--- config.mk ---
export PLATFORM = sky130hd
export DESIGN_NAME = axi_req_resp_cut
export DESIGN_NICKNAME = d
export VERILOG_FILES = /design/src/rtl/axi_req_resp_cut_pkg.sv /design/src/rtl/axi_chan_spill_reg.sv /design/src/rtl/axi_req_resp_cut.sv
export SDC_FILE = /design/constraint.sdc
export NUM_CORES = 1
export LEC_CHECK = 0
export CAP_MARGIN = 10
export CORE_AREA = 2 2 283 285
export CTS_CLUSTER_SIZE = 24
export DETAILED_ROUTE_END_ITERATION = 10
export DIE_AREA = 0 0 285 287
export PLACE_DENSITY_LB_ADDON = 0.3
export SYNTH_ARGS = -nofsm -noshare
export SYNTH_HDL_FRONTEND = slang
export SYNTH_SLANG_ARGS = --single-unit
--- constraint.sdc ---
create_clock -name clk_i -period 7.69 [get_ports clk_i]
set_input_delay 0.769 -clock clk_i [delete_from_list [all_inputs] [get_ports clk_i]]
set_output_delay 0.769 -clock clk_i [all_outputs]
set_load 0.005 [all_outputs]
--- src/rtl/axi_req_resp_cut_pkg.sv ---
// axi_req_resp_cut_pkg: local copy of the ariane_axi channel, req_t and resp_t types used by the cut.
// Field names and layout follow ariane_axi, so a build that has the real package can swap it in unchanged.
package axi_req_resp_cut_pkg;
   localparam int unsigned ID_W   = 4;
   localparam int unsigned ADDR_W = 64;
   localparam int unsigned DATA_W = 64;
   localparam int unsigned USER_W = 1;
   typedef logic [ID_W-1:0]     id_t;
   typedef logic [ADDR_W-1:0]   addr_t;
   typedef logic [DATA_W-1:0]   data_t;
   typedef logic [DATA_W/8-1:0] strb_t;
   typedef logic [USER_W-1:0]   user_t;
   typedef struct packed {
      id_t         id;
      addr_t       addr;
      logic [7:0]  len;
      logic [2:0]  size;
      logic [1:0]  burst;
      logic        lock;
      logic [3:0]  cache;
      logic [2:0]  prot;
      logic [3:0]  qos;
      logic [3:0]  region;
      logic [5:0]  atop;
      user_t       user;
   } aw_chan_t;
   typedef struct packed {
      data_t data;
      strb_t strb;
      logic  last;
      user_t user;
   } w_chan_t;
   typedef struct packed {
      id_t        id;
      logic [1:0] resp;
      user_t      user;
   } b_chan_t;
   typedef struct packed {
      id_t         id;
      addr_t       addr;
      logic [7:0]  len;
      logic [2:0]  size;
      logic [1:0]  burst;
      logic        lock;
      logic [3:0]  cache;
      logic [2:0]  prot;
      logic [3:0]  qos;
      logic [3:0]  region;
      user_t       user;
   } ar_chan_t;
   typedef struct packed {
      id_t        id;
      data_t      data;
      logic [1:0] resp;
      logic       last;
      user_t      user;
   } r_chan_t;
   typedef struct packed {
      aw_chan_t aw;
      logic     aw_valid;
      w_chan_t  w;
      logic     w_valid;
      logic     b_ready;
      ar_chan_t ar;
      logic     ar_valid;
      logic     r_ready;
   } req_t;
   typedef struct packed {
      logic     aw_ready;
      logic     ar_ready;
      logic     w_ready;
      logic     b_valid;
      b_chan_t  b;
      logic     r_valid;
      r_chan_t  r;
   } resp_t;
endpackage

--- src/rtl/axi_chan_spill_reg.sv ---
// axi_chan_spill_reg: two-slot spill register for one valid/ready channel, or a plain wire when BYPASS is set.
// Ports: clk_i, rst_ni (sync, active-low); valid_i/ready_o/data_i upstream; valid_o/ready_i/data_o downstream.
module axi_chan_spill_reg #(
   parameter type T      = logic,
   parameter bit  BYPASS = 1'b0
) (
   input  logic clk_i,
   input  logic rst_ni,
   input  logic valid_i,
   output logic ready_o,
   input  T     data_i,
   output logic valid_o,
   input  logic ready_i,
   output T     data_o
);
   if (BYPASS) begin : g_bypass
      logic unused_clk_rst;
      assign unused_clk_rst = clk_i ^ rst_ni;
      assign valid_o = valid_i;
      assign data_o  = data_i;
      assign ready_o = ready_i;
   end else begin : g_spill
      logic a_full, s_full, accept, pop;
      T     a_data, s_data;
      // ready depends only on the spill slot, never on ready_i; rst_ni gating keeps it low throughout reset
      assign ready_o = rst_ni & ~s_full;
      assign valid_o = a_full;
      assign data_o  = a_data;
      assign accept  = valid_i & ready_o;
      assign pop     = a_full & ready_i;
      always_ff @(posedge clk_i) begin
         if (!rst_ni) begin
            a_full <= 1'b0;
            s_full <= 1'b0;
         end else begin
            a_full <= pop ? (s_full | accept) : (a_full | accept);
            s_full <= pop ? 1'b0 : (s_full | (accept & a_full));
         end
      end
      // payload is not reset: it is only observed while the matching full flag is set
      always_ff @(posedge clk_i) begin
         if (pop & s_full) a_data <= s_data;
         else if (accept & (pop | ~a_full)) a_data <= data_i;
         if (accept & a_full & ~pop) s_data <= data_i;
      end
   end
endmodule

--- src/rtl/axi_req_resp_cut.sv ---
// axi_req_resp_cut: timing cut on an AXI req_t/resp_t pair, one spill register per channel (AW, W, B, AR, R).
// Ports: clk_i, rst_ni (sync, active-low); slv_req_i/slv_resp_o toward the upstream master,
//        mst_req_o/mst_resp_i toward the master connector. BYPASS_* turns a channel into a feedthrough.
module axi_req_resp_cut
   import axi_req_resp_cut_pkg::*;
#(
   parameter bit BYPASS_AW = 1'b0,
   parameter bit BYPASS_W  = 1'b0,
   parameter bit BYPASS_B  = 1'b0,
   parameter bit BYPASS_AR = 1'b0,
   parameter bit BYPASS_R  = 1'b0
) (
   input  logic  clk_i,
   input  logic  rst_ni,
   input  req_t  slv_req_i,
   output resp_t slv_resp_o,
   output req_t  mst_req_o,
   input  resp_t mst_resp_i
);
   axi_chan_spill_reg #(.T(aw_chan_t), .BYPASS(BYPASS_AW)) i_aw (
      .clk_i(clk_i), .rst_ni(rst_ni),
      .valid_i(slv_req_i.aw_valid), .ready_o(slv_resp_o.aw_ready), .data_i(slv_req_i.aw),
      .valid_o(mst_req_o.aw_valid), .ready_i(mst_resp_i.aw_ready), .data_o(mst_req_o.aw)
   );
   axi_chan_spill_reg #(.T(w_chan_t), .BYPASS(BYPASS_W)) i_w (
      .clk_i(clk_i), .rst_ni(rst_ni),
      .valid_i(slv_req_i.w_valid), .ready_o(slv_resp_o.w_ready), .data_i(slv_req_i.w),
      .valid_o(mst_req_o.w_valid), .ready_i(mst_resp_i.w_ready), .data_o(mst_req_o.w)
   );
   axi_chan_spill_reg #(.T(b_chan_t), .BYPASS(BYPASS_B)) i_b (
      .clk_i(clk_i), .rst_ni(rst_ni),
      .valid_i(mst_resp_i.b_valid), .ready_o(mst_req_o.b_ready), .data_i(mst_resp_i.b),
      .valid_o(slv_resp_o.b_valid), .ready_i(slv_req_i.b_ready), .data_o(slv_resp_o.b)
   );
   axi_chan_spill_reg #(.T(ar_chan_t), .BYPASS(BYPASS_AR)) i_ar (
      .clk_i(clk_i), .rst_ni(rst_ni),
      .valid_i(slv_req_i.ar_valid), .ready_o(slv_resp_o.ar_ready), .data_i(slv_req_i.ar),
      .valid_o(mst_req_o.ar_valid), .ready_i(mst_resp_i.ar_ready), .data_o(mst_req_o.ar)
   );
   axi_chan_spill_reg #(.T(r_chan_t), .BYPASS(BYPASS_R)) i_r (
      .clk_i(clk_i), .rst_ni(rst_ni),
      .valid_i(mst_resp_i.r_valid), .ready_o(mst_req_o.r_ready), .data_i(mst_resp_i.r),
      .valid_o(slv_resp_o.r_valid), .ready_i(slv_req_i.r_ready), .data_o(slv_resp_o.r)
   );
endmodule

==> results of run 1 <==
## cell families (layout without fill, tap and decap cells)
family / after synthesis / in the layout
buf+inv: 53 / 892
simple gates: 48 / 48
mux: 355 / 355
compound gates: 21 / 21
flops: 720 / 720
other cells: 0 / 12
## final cells by class
| class | instances | area, sq um | share of cell area, % |
|---|---|---|---|
| flip-flops and latches | 720 | 21500 | 57.7 |
| repair buffers | 745 | 7420 | 19.9 |
| multi-input cells | 424 | 4540 | 12.2 |
| clock buffers | 103 | 2070 | 5.54 |
| well taps | 1050 | 1310 | 3.52 |
| clock inverters | 39 | 400 | 1.07 |
| diodes | 12 | 30.0 | 0.0805 |
| inverters | 5 | 18.8 | 0.0503 |
## routing by layer
layer,up-vias,GRT usage (%)
li1,6325,-
met1,7021,17.1
met2,470,27.3
met3,141,5.74
met4,14,7.30
met5,-,0
## power by group through the flow
stage                     Clock, mW  Sequential [mW]  Combinational (mW)
after CTS                      3.76             4.53               0.687
after global placement            0             4.61               0.670
after detailed placement          0             4.61               0.682
after global routing           3.91             4.54               0.721
after floorplan                   0             4.63               0.175
final                          3.65             4.53               0.676
## sequential cells by signal, indices dropped and copies added, names as in the netlist, 7 cells and up
| register | flops |
|---|---|
| i_w.data_o | 74 |
| i_b.data_o | 7 |
| i_r.data_o | 72 |
| i_aw.data_o | 104 |
| i_b.g_spill.s_data | 7 |
| i_aw.g_spill.s_data | 104 |
| i_w.g_spill.s_data | 74 |
| i_r.g_spill.s_data | 72 |
| i_ar.data_o | 98 |
| i_ar.g_spill.s_data | 98 |
## cell usage in the layout, fill, tap and decap left out, types with 5 or more instances in the layout
cell type / netlist / final
nand2_1: 15 / 15
dfxtp_1: 10 / 10
clkbuf_16: 0 / 79
nor2_1: 8 / 6
clkinv_2: 0 / 11
edfxtp_1: 710 / 710
clkinv_1: 0 / 8
inv_1: 5 / 5
nor2b_1: 9 / 9
bufinv_16: 0 / 5
nand2b_1: 5 / 5
a21oi_1: 9 / 6
o21ai_0: 5 / 5
inv_6: 0 / 5
mux2_2: 335 / 335
mux2_4: 20 / 20
buf_4: 11 / 14
clkdlybuf4s50_1: 0 / 731
diode_2: 0 / 12
clkbuf_1: 2 / 24
a21boi_0: 5 / 5
## worst paths after layout
check / from / end / slack, ns / cells past startpoint
max reg2reg: i_ar.g_spill.s_full / i_ar.data_o[89] / 4.97 / 3
max: rst_ni / i_ar.data_o[89] / 4.49 / 5
min: i_ar.g_spill.s_data[87] / i_ar.data_o[87] / 0.53 / 1
min reg2reg: i_ar.g_spill.s_data[87] / i_ar.data_o[87] / 0.53 / 1
## worst max-delay path: stages
cell and delay [ns]:
clkdlybuf4s50_1 0.47, buf_4 0.28, nand3b_1 0.17, a21oi_4 0.76, buf_4 0.87
==> summary.md, run 1 <==
| Metric | Value |
|---|---|
| Total power after layout | `approximately 8.9 mW` |
| Initial Util | `about 33%` |
| Logic gate share of total power | `around 7.6%` |
| Avg WL per Cell | `approximately 22 um` |
| IO Pins | `732` |
| Post-DP HPWL | `46300 um` |
| CTS H-Tree Depth | `3` |
| Sw Share | `between 20% and 30%` |
| Die area | `81800 sq um` |
| Worst Path Arrival | `3.42 ns` |
| Yosys top cell by area | `edfxtp_1` |
| Fin crit period | `between 3 and 4 ns` |
| Clock share of power | `41.2%` |
| Synthesized flop and latch total | `720` |
| Number of synthesized flops with an enable pin | `710` |
| Post-route ant nets | `0` |
| Top-count cell post-synth | `edfxtp_1` |
| Std cell rows | `103` |
| Max-slew violation count | `0` |
| Post-synth top flop | `edfxtp_1` |
| Area contributors post-synth | `edfxtp_1, mux2_2, mux2_4` |
| Distinct cell type count after synthesis | `23` |
| Clk_lat worst skew | `between 0.6 and 0.7 ns` |
| I/O Buffers | `731` |
| Total congestion overflow | `0` |
| Layout Cells excl Fill | `3098` |
| Vias per cell | `around 4.5` |
| Fmax | `0.313 GHz` |
| Crit end category | `flop` |
| Final setup viols | `0` |
| Largest net degree at the start of global routing | `75` |
| Final Instance Area | `37300 sq um` |
| Crit-path max FO | `71` |
| DRC viols | `0` |
| Synth Area in Simple Gates | `0.994%` |
| Fin Setup TNS | `0 ns` |
| Clock slew at reported path FFs | `0.06 ns` |
| Initial antenna violation count | `20` |
| Setup WS pre-CTS | `3.82 ns` |
| CP Launch Type | `primary input` |
| Max-Cap Viols | `0` |
| Via count | `14.0k` |
| Layout cells sized above 1 | `24.1%` |
| Mapped Area | `26300 sq um` |
| Syn avg cell area | `22.0 sq um` |
| Highest routed layer | `met5` |
| CTS tree | `built` |
| Xor and xnor area share after synthesis | `0%` |
| Clk_skew | `between 0.015 and 0.02 ns` |
| Post-synth top cells | `edfxtp_1, mux2_2, buf_2, mux2_4, nand2_1` |
| # fillers | `6622` |
| Iteration-0 DRC Markers | `between 800 and 900` |
| Die height | `287 um` |
| Psw | `~1.9 mW` |
| Detailed Route WL | `66900 um` |
| Synth Net Count | `1564` |
| Hold Slack | `0.535 ns` |
| Routed length on met2 | `34800 um` |
| Synth Area in Adders | `0%` |
| Final Core Density | `47.5%` |
| Post-CTS Setup Bufs | `0` |
| RSZ-0062 raised after global routing | `false` |
| Number of clock sinks | `720` |
| Post-Place Cells | `roughly 2.9k` |
| Least-Margin Pin Slew | `roughly 1.1 ns` |
| Final period util | `41.5%` |
| Synth Area in Compound Gates | `less than 1%` |
| Status | `completed` |
| Max-slew headroom | `27.6%` |
| Die Span X | `285 um` |
| Total CTS buffers | `79` |
| Largest family of logic cells by synthesized area | `multiplexers` |
| Leakage power | `12.5 nW` |
| DR pass1 iterations | `4` |
| Post_cts resized | `0` |
| HP Class | `flop to flop` |
| Worst VDD drop | `around 140 uV` |
| Sequential cell fraction of total power | `51.1%` |
| Multiplexer area fraction after synthesis | `15.5%` |
| CTS root buf | `clkbuf_16` |
| YS warnings | `0` |
| Core area | `78600 sq um` |
| Crit Path Class | `primary input to flop` |
| Async S/R FF share, synth | `0%` |
| Number of hold buffers added after CTS | `0` |
| Post-synthesis sequential area ratio | `81.8%` |
| WL met1 | `24200 um` |
| Number of global-route vias before repair | `15.1k` |
| PwrDens | `237 nW/um^2` |
| Final Hold Fails | `0` |
| Post-DP Area | `~35000 sq um` |
| Max Buffers Root-to-Sink | `3` |
| Internal Power | `6.99 mW` |
| Total GRT Usage | `around 16%` |
| Setup WS post-layout | `around 4.5 ns` |
| Global-route wire length before repair | `97000 um` |
| Routability cong. | `0.811` |
| Post-Syn Instances | `~1.2k` |
| Synth-to-layout area growth | `41.8%` |
| Yosys top cell area share | `81.0%` |
| NumNets Final | `2342` |
| Wire length on met3 | `5540 um` |
| CP required | `7.91 ns` |
(Power assumes the default switching activity.)
==> inputs of run 2 (changes only) <==
--- a/config.mk
+++ b/config.mk
@@ -6,10 +6,10 @@
 export NUM_CORES = 1
 export LEC_CHECK = 0
 export CAP_MARGIN = 10
-export CORE_AREA = 2 2 283 285
+export CORE_AREA = 2 2 282 284
 export CTS_CLUSTER_SIZE = 24
 export DETAILED_ROUTE_END_ITERATION = 10
-export DIE_AREA = 0 0 285 287
+export DIE_AREA = 0 0 284 286
 export PLACE_DENSITY_LB_ADDON = 0.3
 export SYNTH_ARGS = -nofsm -noshare
 export SYNTH_HDL_FRONTEND = slang
==> constraint.sdc (replaced) <==
create_clock -name clk_i -period 2.85 [get_ports clk_i]
set_input_delay 0.285 -clock clk_i [delete_from_list [all_inputs] [get_ports clk_i]]
set_output_delay 0.285 -clock clk_i [all_outputs]
set_load 0.005 [all_outputs]
==> run 2 against run 1 <==
  * Global-route usage up 0.29 points
  * Clock-buffer cell count down 7
  * Sequential power rose to 2.7 times the previous value
  * Cell area up 1.5%
  * Final cell count up 0.71%
  * Sequential share of layout area down 0.86 points
  * Critical path type is now flop to output port
  * Utilization up 0.87 points
  * Total power rose to 2.7 times the previous value
  * Die area down 0.70%
==> summary.md, run 2 (synthesized netlist as in run 1, its figures left out) <==
| Metric | Value |
|---|---|
| Setup WS pre-CTS | `0.482 ns (-3.34 ns)` |
| Clk_skew | `0.0278 ns (+0.00963 ns)` |
| Post-Place Cells | `2970 (+0.88%)` |
| Routability cong. | `0.821 (+1.2%)` |
| Total congestion overflow | `0 (unchanged)` |
| Clock slew at reported path FFs | `0.06 ns (about the same)` |
| Global-route wire length before repair | `97500 um (+0.55%)` |
| Number of clock sinks | `720 (unchanged)` |
| Max-slew violation count | `0 (unchanged)` |
| Iteration-0 DRC Markers | `771 (-4.5%)` |
| Fin crit period | `2.10 ns` |
| Levels on crit path | `1 (-4)` |
| Status | `completed` |
| CP Launch Type | `flop` |
| Final Core Density | `48.3% (+0.87 points)` |
| Total power after layout | `24.3 mW (+170%)` |
| Fmax | `0.475 GHz` |
| Initial antenna violation count | `14 (-30%)` |
| Total CTS buffers | `77 (-2.5%)` |
| Total GRT Usage | `16.0% (+0.29 points)` |
| I/O Buffers | `731 (unchanged)` |
| Post-route ant nets | `0 (unchanged)` |
| Worst-path cell chain | `clkdlybuf4s50_1` |
| Crit-path max FO | `8 (-89%)` |
| Die height | `286 um (-0.35%)` |
| Hold Path Depth | `1 (unchanged)` |
| Commonest non-fill, non-tap cell in the layout | `clkdlybuf4s50_1` |
| Layout cells sized above 1 | `25.0% (+0.87 points)` |
| Final Instance Area | `37900 sq um (+1.5%)` |
| NumNets Final | `2366 (+1.0%)` |
| Core area | `78400 sq um (-0.33%)` |
| Least-Margin Pin Slew | `0.600 ns (-0.485 ns)` |
| HP Class | `primary input to flop` |
| Worst Path Arrival | `1.82 ns (-1.60 ns)` |
| Synth-to-layout area growth | `43.9%` |
| CTS root buf | `clkbuf_16` |
| Setup WS post-layout | `0.747 ns (-3.75 ns)` |
| Critical path's slowest cell | `clkdlybuf4s50_1` |
| Final period util | `73.8%` |
| DR pass1 iterations | `5 (+1)` |
| Max-Cap Viols | `0 (unchanged)` |
| Vias per cell | `4.48 (-0.61%)` |
| Number of global-route vias before repair | `14.8k (-1.9%)` |
| Critical path buffers and inverters | `1 (-2)` |
| RSZ-0062 raised after global routing | `false` |
| Delay-heaviest family, CP | `buffers and inverters` |
| Crit end category | `output port` |
| Die Span X | `284 um (-0.35%)` |
| CP required | `2.57 ns (-5.34 ns)` |
| Die area | `81200 sq um (-0.70%)` |
| Avg WL per Cell | `21.5 um (-0.28%)` |
| CTS tree | `built` |
| Clk_lat worst skew | `0.61 ns (about the same)` |
| Std cell rows | `103 (unchanged)` |
| Largest net degree at the start of global routing | `75 (unchanged)` |
| CTS H-Tree Depth | `3 (unchanged)` |
| IO Pins | `732 (unchanged)` |
| Worst VDD drop | `484 uV (+250%)` |
| Number of hold buffers added after CTS | `0 (unchanged)` |
| Largest stage delay, worst path | `0.66 ns (-0.21 ns)` |
| Detailed Route WL | `67200 um (+0.43%)` |
| Final Hold Fails | `0 (unchanged)` |
| Post-DP HPWL | `48200 um (+4.1%)` |
| Via count | `14.0k (+0.093%)` |
| Initial Util | `33.6% (+0.11 points)` |
| Post_cts resized | `0 (unchanged)` |
| Max-slew headroom | `60.0% (+32 points)` |
| Crit Path Class | `flop to output port` |
| Most frequent cells in the layout | `clkdlybuf4s50_1, edfxtp_1, mux2_2` |
| Final setup viols | `0 (unchanged)` |
| Post-CTS Setup Bufs | `0 (unchanged)` |
| Layout Cells excl Fill | `3120 (+0.71%)` |
| Leakage power | `12.8 nW (+2.1%)` |
| DRC viols | `0 (unchanged)` |
| Post-DP Area | `35300 sq um (+1.4%)` |
| Reg2Reg Depth | `3 (unchanged)` |
| Max Buffers Root-to-Sink | `3 (unchanged)` |
| PwrDens | `641 nW/um^2 (+170%)` |
-- run 2: cell count changes in the layout (fill, tap and decap cells not counted), sizes merged --
| cell | before | now |
|---|---|---|
| buf | 14 | 40 |
| clkinv | 24 | 31 |
| clkbuf | 103 | 96 |
| clkinvlp | 3 | 2 |
| inv | 12 | 6 |
| bufinv | 5 | 11 |
| diode | 12 | 9 |
-- run 2: cell type report --
| type | count | area, sq um |
|---|---|---|
| inverter | 5 | 18.8 |
| multi-input combinational | 424 | 4540 |
| clock inverter | 45 | 536 |
| antenna | 9 | 22.5 |
| fill | 6605 | 40500 |
| sequential | 720 | 21500 |
| clock buffer | 96 | 2020 |
| timing repair buffer | 771 | 7910 |
| tap | 1050 | 1310 |
-- run 2: final timing paths --
path | to | startpoint | slack, ns
setup / recovery | mst_req_o[176] | i_aw.valid_o | 0.75
hold / removal | i_r.g_spill.s_data[34] | mst_resp_i[34] | 0.24
setup reg to reg | i_ar.g_spill.s_data[16] | i_ar.valid_o | 0.93
hold reg to reg | i_ar.data_o[78] | i_ar.g_spill.s_data[78] | 0.53
-- run 2: layer usage --
layer | track usage (%) | vias up | share of wire [%]
met5 | 0 | - | 0.085
met4 | 6.29 | 10 | 2.7
met3 | 6.04 | 109 | 8.9
met2 | 27.9 | 480 | 52
met1 | 17.7 | 6998 | 36
li1 | - | 6387 | -
-- run 2: metrics by stage --
| step | hold slack [ns] | setup TNS (ns) |
|---|---|---|
| final | 0.245 | 0 |
| after global routing | 0.215 | 0 |
| after CTS | 0.185 | 0 |
| after detailed placement | 0.533 | 0 |
| after global placement | 0.527 | 0 |
| after floorplan | 0.384 | -1.52 |
-- run 2: power breakdown --
part	switching (mW)	internal (mW)
clock	4.16	6.05
combinational	0.694	1.18
sequential	0.119	12.1
==> inputs of run 3 (changes only) <==
==> constraint.sdc (replaced) <==
create_clock -name clk_i -period 1.9 [get_ports clk_i]
set_input_delay 0.19 -clock clk_i [delete_from_list [all_inputs] [get_ports clk_i]]
set_output_delay 0.19 -clock clk_i [all_outputs]
set_load 0.005 [all_outputs]
==> run 3 against run 2 <==
  * Final cell count is 0.64% higher
  * Critical path depth stayed put
  * Total power is 48% higher
  * Utilization is 0.40 points higher
  * Critical path type unchanged
  * Critical endpoint is now slv_resp_o[72]
  * Non-clock buffer count is 29 higher
  * Sequential power is 50% higher
  * Wire length is 1.4% lower
  * Via count is 1.3% higher
  * Clock power is 45% higher
  * Largest cell class unchanged
  * Worst setup slack worse by 0.61 ns
  * Die area stayed put
  * Largest power group unchanged
==> summary.md, run 3 (synthesized netlist as in run 1, its figures left out) <==
| Metric | Value |
|---|---|
| Status | `completed` |
| Total congestion overflow | `0 (unchanged)` |
| Max-slew headroom | `74.3% (+14 points)` |
| Hold Slack | `0.155 ns (-0.0901 ns)` |
| Crit Path Class | `flop to output port` |
| Detailed Route WL | `66300 um (-1.4%)` |
| Via count | `14.2k (+1.3%)` |
| HP Class | `primary input to flop` |
| CP Launch Type | `flop` |
| NumNets Final | `2395 (+1.2%)` |
| Post-DP Area | `35700 sq um (+1.1%)` |
| Avg WL per Cell | `21.1 um (-2.0%)` |
| Clock slew at reported path FFs | `0.06 ns (about the same)` |
| Setup WS pre-CTS | `-0.0684 ns (-0.550 ns)` |
| Vias per cell | `4.51 (+0.65%)` |
| Post-route ant nets | `0 (unchanged)` |
| Layout cells sized above 1 | `26.8% (+1.8 points)` |
| PwrDens | `943 nW/um^2 (+47%)` |
| Clk_lat worst skew | `0.61 ns (about the same)` |
| Worst Path Arrival | `1.57 ns (-0.25 ns)` |
| Largest net degree at the start of global routing | `51 (-32%)` |
| Largest stage delay, worst path | `0.57 ns (-0.09 ns)` |
| Initial Util | `33.6% (unchanged)` |
| Crit end category | `output port` |
| Fmax | `0.569 GHz` |
| Levels on crit path | `1 (unchanged)` |
| Final period util | `just over 90%` |
| RSZ-0062 raised after global routing | `false` |
| Least-Margin Pin Slew | `0.385 ns (-0.216 ns)` |
| Number of global-route vias before repair | `15.1k (+2.1%)` |
| CTS tree | `built` |
| Leakage power | `13.0 nW (+1.4%)` |
| Die height | `286 um (unchanged)` |
| Total CTS buffers | `77 (unchanged)` |
| Synth-to-layout area growth | `45.1%` |
| DR pass1 iterations | `5 (unchanged)` |
| Worst-path cell chain | `clkdlybuf4s50_1` |
| Critical path's slowest cell | `clkdlybuf4s50_1` |
| # fillers | `6616 (+0.17%)` |
| Clk_skew | `0.0316 ns (+0.00383 ns)` |
| Setup WS post-layout | `0.142 ns (-0.605 ns)` |
| Die Span X | `284 um (unchanged)` |
| Footprint of the multi-input gates | `4590 sq um (+1.1%)` |
| Crit-path max FO | `7 (-1)` |
| Routability cong. | `0.801 (-2.4%)` |
| Post-DP HPWL | `47900 um (-0.67%)` |
| Delay-heaviest family, CP | `buffers and inverters` |
| Reg2Reg Depth | `3 (unchanged)` |
| Hold Path Depth | `1 (unchanged)` |
| Worst VDD drop | `946 uV (+95%)` |
| Std cell rows | `103 (unchanged)` |
| Die area | `81200 sq um (unchanged)` |
| CTS H-Tree Depth | `3 (unchanged)` |
| IO Pins | `732 (unchanged)` |
| Fin crit period | `1.76 ns` |
| CP required | `1.71 ns (-0.86 ns)` |
| Sequential cell area | `21500 sq um (about the same)` |
| Initial antenna violation count | `8 (-6)` |
| Max-Cap Viols | `0 (unchanged)` |
| Max Buffers Root-to-Sink | `3 (unchanged)` |
| Commonest non-fill, non-tap cell in the layout | `clkdlybuf4s50_1` |
| Total GRT Usage | `15.7% (-0.28 points)` |
| Global-route wire length before repair | `97300 um (-0.19%)` |
| Final setup viols | `0 (unchanged)` |
| CTS root buf | `clkbuf_16` |
| I/O Buffers | `731 (unchanged)` |
| Iteration-0 DRC Markers | `824 (+6.9%)` |
| Final Instance Area | `38200 sq um (+0.84%)` |
| DRC viols | `0 (unchanged)` |
| Core area | `78400 sq um (unchanged)` |
| Number of clock sinks | `720 (unchanged)` |
| Final Hold Fails | `0 (unchanged)` |
| Most frequent cells in the layout | `clkdlybuf4s50_1, edfxtp_1, mux2_2` |
| Critical path buffers and inverters | `1 (unchanged)` |
| Max-slew violation count | `0 (unchanged)` |
## run 3: path summary, 6_finish.rpt
path	endpoint	startpoint	slack (ns)
min reg2reg	i_b.data_o[6]	i_b.g_spill.s_data[6]	0.54
max	slv_resp_o[72]	i_r.valid_o	0.14
max reg2reg	i_ar.g_spill.s_data[89]	i_ar.valid_o	0.33
min	i_ar.g_spill.s_data[45]	slv_req_i[47]	0.15
## run 3: final cells by class
cell class	instances	area share (%)
inverter	5	0.0491
clock buffer	93	5.26
sequential	720	56.4
tap	1050	3.44
clock inverter	41	1.24
timing repair buffer	800	21.5
multi-input combinational	424	12.0
antenna	7	0.0459
## run 3: stage by stage
stage / instances / total power, mW / util, % / TNS [ns]
floorplan: 1197 / 19.4 / - / -252.92
global placement: 2998 / 21.5 / 45.5 / -12.42
detailed placement: 2998 / 21.6 / 45.5 / -12.89
CTS: 3133 / 36.5 / 48.7 / 0
global route: 3139 / 37.2 / 48.7 / 0
finish: 3140 / 36.0 / 48.7 / 0
## run 3: repair_timing
action                                  in CTS  in global routing
hold buffers                                 0                  0
endpoints found under the setup margin       7                  2
gates resized for setup                      8                  3
buffers inserted                             1                  0
## run 3: metal layers
layer,global-route usage (%),routed length [um],vias to the layer above
met4,5.89,1860,2
li1,-,-,6434
met1,18.0,25200,7165
met2,28.0,34800,460
met3,4.43,4460,104
met5,0,13,-
## run 3: power by group
group / switching [mW] / internal [mW] / leakage [nW]
registers: 0.192 / 18.1 / 6.60
clock network: 6.13 / 8.66 / 1.20
logic: 1.06 / 1.84 / 5.16
